`config.mk`:
```
export PLATFORM = sky130hd
export DESIGN_NAME = outport_pulse
export DESIGN_NICKNAME = d
export VERILOG_FILES = /design/src/rtl/outport_pulse.sv
export SDC_FILE = /design/constraint.sdc
export NUM_CORES = 1
export LEC_CHECK = 0
export BUFFER_PORTS_ARGS = -buffer_cell sky130_fd_sc_hd__buf_4
export CORE_MARGIN = 1
export CORE_UTILIZATION = 52
export CTS_CLUSTER_SIZE = 14
export DETAILED_ROUTE_END_ITERATION = 10
export PLACE_DENSITY = 0.88
export SKIP_LAST_GASP = 1
export SYNTH_ARGS = -nofsm -noshare
export SYNTH_HDL_FRONTEND = slang
export SYNTH_SLANG_ARGS = --single-unit
```
`constraint.sdc`:
```
create_clock -name clk -period 2.5 [get_ports clk]
set_input_delay 0.625 -clock clk [delete_from_list [all_inputs] [get_ports clk]]
set_output_delay 0.625 -clock clk [all_outputs]
set_load 0.02 [all_outputs]
```
`src/rtl/outport_pulse.sv`:
```
// ============================================================================
// Module   : outport_pulse
// Brief    : Addressed output port with per-bit level/pulse modes and a
//            sticky pulse-complete interrupt.
// Revision : 1.0 - initial release
// ============================================================================
`default_nettype none

module outport_pulse #(
  parameter logic [7:0] ADDR      = 8'h04,
  parameter int         WIDTH     = 8,
  parameter int         PULSE_LEN = 4
) (
  input  logic             clk,
  input  logic             rst,
  input  logic [7:0]       address,
  input  logic [WIDTH-1:0] data_in,
  input  logic             wen,
  input  logic [WIDTH-1:0] pulse_conf,
  output logic [WIDTH-1:0] port_out,
  output logic             busy,
  output logic             int_out,
  input  logic             int_ack
);

  typedef enum logic [0:0] {
    IDLE  = 1'b0,
    PULSE = 1'b1
  } state_t;

  localparam logic [7:0] C_LOAD = 8'(PULSE_LEN - 1);

  state_t           r_state;
  logic [7:0]       r_count;
  logic [WIDTH-1:0] r_pmask;
  logic [WIDTH-1:0] r_port;
  logic             r_busy;
  logic             r_int;

  logic             w_accept;
  logic             w_pulse_req;
  logic             w_done;
  logic [WIDTH-1:0] w_lvl;
  logic [WIDTH-1:0] w_clr;
  logic [WIDTH-1:0] w_port_pulse;

  assign w_accept    = wen && (address == ADDR);
  assign w_pulse_req = |(data_in & pulse_conf);
  assign w_done      = (r_state == PULSE) && (r_count == 8'd0);

  // While pulsing, only bits that are level now and not part of the running
  // pulse may follow a write; the running pulse bits clear on the last cycle.
  assign w_lvl        = w_accept ? (~pulse_conf & ~r_pmask) : '0;
  assign w_clr        = w_done ? r_pmask : '0;
  assign w_port_pulse = ((r_port & ~w_lvl) | (data_in & w_lvl)) & ~w_clr;

  always_ff @(posedge clk or negedge rst) begin
    if (!rst) begin
      r_state <= IDLE;
      r_count <= 8'd0;
      r_pmask <= '0;
      r_port  <= '0;
      r_busy  <= 1'b0;
      r_int   <= 1'b0;
    end else begin
      if (w_done) begin
        r_int <= 1'b1;
      end else if (int_ack) begin
        r_int <= 1'b0;
      end

      case (r_state)
        IDLE: begin
          if (w_accept) begin
            r_port <= data_in;
            if (w_pulse_req) begin
              r_pmask <= pulse_conf;
              r_count <= C_LOAD;
              r_state <= PULSE;
              r_busy  <= 1'b1;
            end
          end
        end
        PULSE: begin
          r_port <= w_port_pulse;
          if (r_count == 8'd0) begin
            r_state <= IDLE;
            r_busy  <= 1'b0;
          end else begin
            r_count <= r_count - 8'd1;
          end
        end
        default: begin
          r_state <= IDLE;
          r_busy  <= 1'b0;
        end
      endcase
    end
  end

  assign port_out = r_port;
  assign busy     = r_busy;
  assign int_out  = r_int;

endmodule

`default_nettype wire

```
==> qor.yml, run 1 <==
outcome:
  status: "finished clean"
synth:
  synth-seq-cells: 27
  yosys_warnings: 0
  synth_edf_count: 0
  syn_nets: 181
  yosysMostFrequentCell: "dfrtp_1"
  yosysTopAreaCellShare_pct: 46.8
  synthesis.area_mm2: 0.00144
  synth-seq-area-share_pct: 46.8
  yosys.area.top_type: "dfrtp_1"
  synthFlopType: "dfrtp_1"
  synth_common_cells: "dfrtp_1, o21ai_0, inv_1"
  synthDistinctLibCells: 32
  synthTopCellsByArea: "dfrtp_1, o21ai_0, mux2_2"
  syn_avg_cell_area_um2: 9.55
  async_flop_share_pct: 100
  syn_inst: 151
critical_path:
  endpoint_kind: "register"
  cp_cell_sequence: "inv_1 -> ha_1 -> nor4b_1 -> nand2_1 -> o21ai_0 -> nand2b_1"
  critical_path.slowest_cell: "nor4b_1"
  critPathMaxFanout: 10
  path_buf_inv: 1
  start_kind: "register"
  crit_required_ns: 2.72
  slowest_delay_ns: 0.52
  crit_arrival_ns: 2.32
  crit_type: "reg -> reg"
  critical-path-top-delay-family: "simple AND/OR/NAND/NOR gates"
detailed_routing:
  detail-route-antenna-nets: 0
  firstDrtPassIters: 4
  viasPerCell: 6.07
  drt-initial-drc-count: 49
  routedWlPerCell_um: 16.1
  num_vias: 1329
  drc: 0
  wirelength_mm: 3.54
min_path:
  hp-class: "in -> async"
final_layout:
  area_growth_pct: 23.1
  drive_above_1_share_pct: 28.0
  antenna_cells: 0
  nNetsFinal: 220
  layoutNonFillerInstCount: 219
  final_util_pct: 69.8
placed_design:
  place_ws_ns: 0.407
  placedCellCount: 215
  port_buffers: 37
  gp_congestion: 0.824
  dp_hpwl_mm: 2.66
timing:
  rsz0062_at_grt: "no"
  final.setup_skew_ns: 0.00858
  fin_ws_ns: 0.406
  maxSlewViolCount: 0
  fmax_ghz: 0.478
  fin_crit_sh_pct: 83.7
  worst_pin_slew_ns: 0.600
  fin_setup_tns_ns: 0
  finalSetupViolCount: 0
  hold_ws_ns: 0.172
  slew_headroom_pct: 59.4
  min_period_ns: 2.09
  finalHoldViolations: 0
power_and_ir_drop:
  ir_worst_vdd_uv: 510
  p_leak_nw: 0.834
  p_per_area_mw_per_mm2: 544
clock_network:
  cts.reportedPaths.clkPinSlew_ns: 0.16
  clkLatencyLatePin_ns: 0.32
  tritoncts: "yes"
  hold_buffers: 0
  numCtsBuffers: 3
  htree_num_levels: 1
  cts_buffer_depth: 2
  post_cts_buffers: 0
  cts_resized: 0
  ctsRootBufferMaster: "clkbuf_4"
  cts.sinks: 27
floorplanning:
  die_area_mm2: 0.00299
  die_h_um: 54.7
  io_pins: 38
  coreArea_mm2: 0.00254
  rows: 18
  initial_utilization_pct: 56.7
  die_w_um: 54.7
global_routing:
  grt-ovfl-total: 0
  grt_pass1_vias: 1338
  grt_pass1_wl_mm: 5.81
  antenna_found_initial: 0
  grt_use_total_pct: 27.8
  grt_max_degree: 28
job:
  drv_cap: 0
-- worst paths after layout --
check,cells past startpoint,slack [ns],from,endpoint
worst max-delay path,6,0.41,r_count[0],busy
worst min register to register,1,0.56,r_pmask[3],r_pmask[3]
max in group asynchronous,1,2.07,rst,port_out[4]
worst max register to register,6,0.41,r_count[0],busy
min in group clk,2,0.48,int_ack,int_out
worst min-delay path,1,0.17,rst,r_state
-- cell families (layout without fill, tap and decap cells) --
logic type / Yosys count / after routing / share of synthesized area [%]
flops: 27 / 27 / 46.8
mux: 11 / 11 / 8.33
simple gates: 43 / 43 / 17.1
fa+ha+maj: 2 / 2 / 1.73
buf+inv: 20 / 58 / 5.90
compound gates: 48 / 48 / 20.1
-- per-stage QoR --
stage | cell area, um2 | power, mW
after floorplan | 1440 | 0.671
after global placement | 1750 | 0.758
after detailed placement | 1750 | 0.782
after CTS | 1780 | 0.963
after global routing | 1780 | 1.02
final | 1780 | 0.965
-- worst register-to-register path, delay by kind of cell, from the launching register on --
kind                     cells  cell delay, ns
AND/OR/NAND/NOR              3            0.99
flip-flops                   1            0.41
AO/OA/AOI/OAI                1            0.27
adder cells (fa/ha/maj)      1            0.20
buffers and inverters        1            0.11
-- where the power goes --
part | internal (mW) | switching, mW | leakage (nW) | total (mW)
clock | 0.0599 | 0.133 | 0.0177 | 0.193
combinational | 0.114 | 0.119 | 0.479 | 0.233
sequential | 0.490 | 0.0500 | 0.337 | 0.539
-- layer usage --
layer | GRT usage, % | part of all wire [%] | up-vias
met4 | 9.40 | 1.4 | 0
met5 | 0 | 0 | -
met1 | 32.6 | 41 | 664
met3 | 3.61 | 3.5 | 6
li1 | - | - | 620
met2 | 51.2 | 54 | 39
-- layout by cell type (no fill, tap or decap), drive strengths merged, types with 2 or more instances in the layout --
cell	netlist	layout
o21ai	18	18
mux2	8	8
mux2i	3	3
a22oi	5	5
nand2	4	4
inv	14	14
nor4b	2	2
a21oi	13	13
nor3b	2	2
nor2	13	13
nor2b	8	8
a311oi	8	8
clkbuf	2	3
buf	4	40
ha	2	2
nor3	4	4
dfrtp	27	27
-- sequential cells by signal (all words and copies together) (netlist names) --
name	count
int_out	1
busy	1
r_count	8
r_pmask	8
r_state	1
port_out	8
-- cell type report --
cell class / count / area, um2
Timing Repair Buffer: 40 / 300
Clock inverter: 1 / 5.00
Fill cell: 195 / 769
Tap cell: 30 / 37.5
Multi-Input combinational cell: 104 / 682
Sequential cell: 27 / 676
Inverter: 14 / 52.6
Clock buffer: 3 / 22.5
Power figures use the tool's default switching activity.
==> run 2, diff against run 1 <==
==> constraint.sdc (replaced) <==
create_clock -name clk -period 2.15 [get_ports clk]
set_input_delay 0.5375 -clock clk [delete_from_list [all_inputs] [get_ports clk]]
set_output_delay 0.5375 -clock clk [all_outputs]
set_load 0.02 [all_outputs]
==> qor.yml, run 2 (synthesized netlist as in run 1, its figures left out) <==
final_layout:
  antenna_cells: 0  # unchanged
  final_util_pct: 70.6  # +0.84 points
  layoutNonFillerInstCount: 222  # +1.4%
  drive_above_1_share_pct: 28.6  # +0.60 points
  layout_common_cells: "buf_4, dfrtp_1, o21ai_0"
  nNetsFinal: 223  # +1.4%
  layout_commonest_cell: "buf_4"
  area_growth_pct: 24.5
timing:
  min_period_ns: 1.90  # -0.197 ns
  finalHoldViolations: 0  # unchanged
  maxSlewViolCount: 0  # unchanged
  fmax_ghz: 0.527  # +10%
  finalSetupViolCount: 0  # unchanged
  final.setup_skew_ns: 0.00253  # -0.00605 ns
  slew_headroom_pct: 62.0  # +2.5 points
  worst_pin_slew_ns: 0.566  # -0.0341 ns
  rsz0062_at_grt: "no"
  fin_crit_sh_pct: 88.2  # +4.5 points
  fin_setup_tns_ns: 0  # unchanged
critical_path:
  r2r_start: "r_count[0]"
  rr_endpoint: "r_count[2]"
  crit_type: "reg -> reg"
  worstRegToRegCells: 7  # +1
  start_kind: "register"
  endpoint_kind: "register"
  critPathMaxFanout: 4  # -6
  crit_arrival_ns: 2.13  # -0.19 ns
  crit_required_ns: 2.39  # -0.33 ns
  r2r_slack_ns: 0.25  # -0.15 ns
detailed_routing:
  detail-route-antenna-nets: 0  # unchanged
  met1_length_mm: 1.43  # -1.8%
  firstDrtPassIters: 4  # unchanged
  highest-signal-layer: "met4"
  num_vias: 1338  # +0.68%
  dr_wl_met2_mm: 1.87  # -1.9%
  drc: 0  # unchanged
  routedWlPerCell_um: 16.1  # about the same
  wirelength_mm: 3.58  # +1.3%
  drt-initial-drc-count: 37  # -24%
  viasPerCell: 6.03  # -0.68%
  met3WireLength_um: 194  # +55%
floorplanning:
  die_h_um: 54.7  # unchanged
  die_area_mm2: 0.00299  # unchanged
  io_pins: 38  # unchanged
  coreArea_mm2: 0.00254  # unchanged
  rows: 18  # unchanged
  initial_utilization_pct: 56.7  # unchanged
  die_w_um: 54.7  # unchanged
power_and_ir_drop:
  ir_worst_vdd_uv: 445  # -13%
  p_leak_nw: 0.845  # +1.3%
  p_per_area_mw_per_mm2: 629  # +16%
placed_design:
  dp_hpwl_mm: 2.68  # +0.59%
  placedCellCount: 218  # +1.4%
  gp_congestion: 0.773  # -6.2%
  port_buffers: 37  # unchanged
clock_network:
  cts_buffer_depth: 2  # unchanged
  tritoncts: "yes"
  clkLatencyLatePin_ns: 0.34  # +0.02 ns
  numCtsBuffers: 3  # unchanged
  cts_resized: 0  # unchanged
  ctsRootBufferMaster: "clkbuf_4"
  htree_num_levels: 1  # unchanged
  cts.reportedPaths.clkPinSlew_ns: 0.15  # about the same
  hold_buffers: 0  # unchanged
  cts.sinks: 27  # unchanged
  post_cts_buffers: 0  # unchanged
global_routing:
  grt_use_total_pct: 26.7  # -1.1 points
  grt_max_degree: 28  # unchanged
  antenna_found_initial: 0  # unchanged
  grt-ovfl-total: 0  # unchanged
  grt_pass1_vias: 1326  # -0.90%
  grt_pass1_wl_mm: 5.57  # -4.1%
min_path:
  hp-class: "in -> async"
outcome:
  status: "finished clean"
job:
  drv_cap: 0  # unchanged
-- run 2: changes by cell type in the layout (fill, tap and decap cells not counted) --
cell      change
clkinv_2      -1
clkbuf_1      +1
buf_4         +3
-- run 2: critical path, stage by stage, from the launching register on --
cell and delay (ns):
dfrtp_1 0.41, inv_1 0.11, ha_1 0.21, nor4b_1 0.31, buf_4 0.20, and2_1 0.16, nor3_1 0.06, or3_1 0.34
-- run 2: per-stage QoR --
stage          setup slack, ns  cell area [um2]  power (mW)  hold slack, ns
4_1_cts                  0.254             1800        1.13          0.0839
5_1_grt                  0.166             1800        1.18           0.108
3_5_place_dp             0.160             1770       0.910           0.466
6_report                 0.253             1800        1.13          0.0770
2_1_floorplan            0.142             1440       0.781           0.242
3_3_place_gp             0.195             1770       0.882           0.463
-- run 2: power by group --
| group | switching [mW] | internal [mW] | total [mW] |
|---|---|---|---|
| Combinational | 0.139 | 0.134 | 0.273 |
| Clock | 0.158 | 0.0730 | 0.231 |
| Sequential | 0.0582 | 0.569 | 0.627 |
| Total | 0.355 | 0.776 | 1.13 |
-- run 2: cell type report --
class                      count  area [um2]
timing repair buffer          43         323
sequential                    27         676
tap                           30        37.5
clock buffer                   4        26.3
inverter                      14        52.6
multi-input combinational    104         682
fill                         191         748
-- run 2: how the worst max path moves through the flow --
stage	start	end	slack (ns)	cells after the start
5_1_grt	r_count[0]	r_count[5]	0.17	7
4_1_cts	r_count[0]	r_count[2]	0.25	7
2_1_floorplan	address[5]	r_pmask[3]	0.14	7
3_3_place_gp	address[5]	r_pmask[6]	0.20	6
3_5_place_dp	address[5]	r_pmask[5]	0.16	6
6_report	r_count[0]	r_count[2]	0.25	7
-- run 2: per-layer routing --
metal	global-route usage (%)	vias to the layer above
met3	4.44	8
met2	46.6	55
li1	-	628
met4	12.8	0
met5	0	-
met1	31.4	647
==> run 3, diff against run 2 <==
--- a/config.mk
+++ b/config.mk
@@ -5,9 +5,10 @@
 export SDC_FILE = /design/constraint.sdc
 export NUM_CORES = 1
 export LEC_CHECK = 0
+export ABC_AREA = 1
 export BUFFER_PORTS_ARGS = -buffer_cell sky130_fd_sc_hd__buf_4
 export CORE_MARGIN = 1
-export CORE_UTILIZATION = 52
+export CORE_UTILIZATION = 54
 export CTS_CLUSTER_SIZE = 14
 export DETAILED_ROUTE_END_ITERATION = 10
 export PLACE_DENSITY = 0.88
==> qor.yml, run 3 <==
outcome:
  status: "finished clean"
final_layout:
  ff_latch_area_um2: 676  # unchanged
  layout_commonest_cell: "nand2_1"
  antenna_cells: 0  # unchanged
  num-fill-cells: 298  # +56%
  multi_input_area_um2: 920  # +35%
  nNetsFinal: 347  # +56%
  drive_above_1_share_pct: 18.4  # -10 points
  layout_common_cells: "nand2_1, nand3_1, inv_1"
  final_util_pct: 68.3  # -2.3 points
  area_growth_pct: 16.8
critical_path:
  start_kind: "register"
  crit_type: "reg -> reg"
  endpoint_kind: "register"
  critPathMaxFanout: 13  # +9
  crit_required_ns: 2.40  # about the same
  crit_arrival_ns: 2.00  # -0.13 ns
  worstRegToRegCells: 9  # +2
power_and_ir_drop:
  p_leak_nw: 1.26  # +49%
  p_per_area_mw_per_mm2: 409  # -35%
  p_total_uw: 874  # -23%
  seqPwrFrac_pct: 59.6  # +4.1 points
  p_sw_uw: 231  # -35%
  ir_worst_vdd_uv: 230  # -48%
  p_clk_share_pct: 26.9  # +6.5 points
  comb_power_share_pct: 13.4  # -11 points
  p_int_uw: 643  # -17%
  sw_frac_of_total_pct: 26.4  # -5.0 points
floorplanning:
  initial_utilization_pct: 58.5  # +1.8 points
  coreArea_mm2: 0.00313  # +23%
  rows: 20  # +2
  die_area_mm2: 0.00362  # +21%
  io_pins: 38  # unchanged
  die_h_um: 60.2  # +10%
  die_w_um: 60.2  # +10%
timing:
  worst_pin_slew_ns: 0.435  # -0.131 ns
  fmax_ghz: 0.573  # +8.6%
  finalSetupViolCount: 0  # unchanged
  rsz0062_at_grt: "no"
  final.setup_skew_ns: 0.00222  # -0.000313 ns
  hold_ws_ns: 0.0781  # +0.00116 ns
  finalHoldViolations: 0  # unchanged
  fin_crit_sh_pct: 81.2  # -7.0 points
  slew_headroom_pct: 70.9  # +9.0 points
  maxSlewViolCount: 0  # unchanged
  fin_setup_tns_ns: 0  # unchanged
  min_period_ns: 1.75  # -0.151 ns
synth:
  syn_avg_cell_area_um2: 6.46  # -32%
  syn_inst: 283  # +87%
  async_flop_share_pct: 100  # unchanged
  synthDistinctLibCells: 23  # -28%
  syn_nets: 313  # +73%
  synth_common_cells: "nand2_1, nand3_1, inv_1"
  yosysTopAreaCellShare_pct: 36.9  # -9.9 points
  yosys.area.top_type: "dfrtp_1"
  synth-seq-cells: 27  # unchanged
  yosysMostFrequentCell: "nand2_1"
  synthesis.area_mm2: 0.00183  # +27%
  synth_edf_count: 0  # unchanged
  synthFlopType: "dfrtp_1"
  synthTopCellsByArea: "dfrtp_1, nand2_1, nand3_1"
  yosys_warnings: 0  # unchanged
  synth-seq-area-share_pct: 36.9  # -9.9 points
clock_network:
  cts_buffer_depth: 2  # unchanged
  cts_resized: 0  # unchanged
  tritoncts: "yes"
  post_cts_buffers: 0  # unchanged
  cts.sinks: 27  # unchanged
  clkLatencyLatePin_ns: 0.34  # about the same
  hold_buffers: 0  # unchanged
  numCtsBuffers: 3  # unchanged
  cts.reportedPaths.clkPinSlew_ns: 0.15  # about the same
  ctsRootBufferMaster: "clkbuf_4"
  htree_num_levels: 1  # unchanged
detailed_routing:
  num_vias: 1794  # +34%
  wirelength_mm: 3.93  # +9.7%
  viasPerCell: 4.98  # -17%
  routedWlPerCell_um: 10.9  # -32%
  drc: 0  # unchanged
  detail-route-antenna-nets: 0  # unchanged
  firstDrtPassIters: 4  # unchanged
  drt-initial-drc-count: 115  # +210%
global_routing:
  grt_pass1_wl_mm: 6.73  # +21%
  grt-ovfl-total: 0  # unchanged
  antenna_found_initial: 0  # unchanged
  grt_pass1_vias: 1618  # +22%
  grt_use_total_pct: 24.8  # -1.9 points
  grt_max_degree: 28  # unchanged
placed_design:
  port_buffers: 37  # unchanged
  gp_congestion: 0.779  # +0.75%
  dp_hpwl_mm: 2.87  # +7.1%
min_path:
  hp-class: "in -> async"
job:
  drv_cap: 0  # unchanged
## run 3: final timing paths
| check | from | endpoint | slack (ns) |
|---|---|---|---|
| max | r_count[0] | port_out[0] | 0.40 |
| min | rst | busy | 0.08 |
| max reg2reg | r_count[0] | port_out[0] | 0.40 |
| min reg2reg | busy | busy | 0.50 |
| max in group asynchronous | rst | r_pmask[6] | 1.82 |
| min in group clk | int_ack | int_out | 0.36 |
## run 3: cell type report
class                           count  area share [%]
Inverter                           44            7.79
Clock buffer                        4            1.23
Timing Repair Buffer               39            13.7
Multi-Input combinational cell    202            43.1
Sequential cell                    27            31.6
Tap cell                           44            2.58
## run 3: logic make-up after synthesis
group | count (synthesis) | synth area share [%]
AND/OR/NAND/NOR | 199 | 48.6
buffers and inverters | 54 | 12.8
flip-flops | 27 | 36.9
adder cells (fa/ha/maj) | 2 | 1.37
AO/OA/AOI/OAI | 1 | 0.273
## run 3: critical path, stage by stage, from the launching register on
cell and delay (ns):
dfrtp_1 0.42, inv_1 0.11, ha_1 0.16, nand2_1 0.05, nor2_1 0.14, nand2_2 0.18, nand2_1 0.35, nand2_1 0.10
nand3_1 0.10, nand2_1 0.05
## run 3: power by group through the flow
stage               Clock (mW)  Combinational (mW)  Sequential (mW)
floorplan                    0              0.0351            0.538
global placement             0               0.116            0.531
detailed placement           0               0.119            0.530
CTS                      0.234               0.119            0.521
global route             0.248               0.131            0.522
finish                   0.235               0.117            0.521
## run 3: per-layer routing
layer	track usage [%]	up-vias	wire length, um	part of all wire [%]
li1	-	928	-	-
met1	32.8	819	1810	46
met2	40.5	43	1920	49
met3	3.25	4	153	3.9
met4	10.6	0	43	1.1
met5	0	-	0	0
## run 3: stage by stage
stage	setup WS, ns	area [um2]	instances
after floorplan	0.758	1830	283
after global placement	0.442	2110	356
after detailed placement	0.369	2110	356
after CTS	0.401	2140	360
after global routing	0.221	2140	360
final	0.404	2140	360
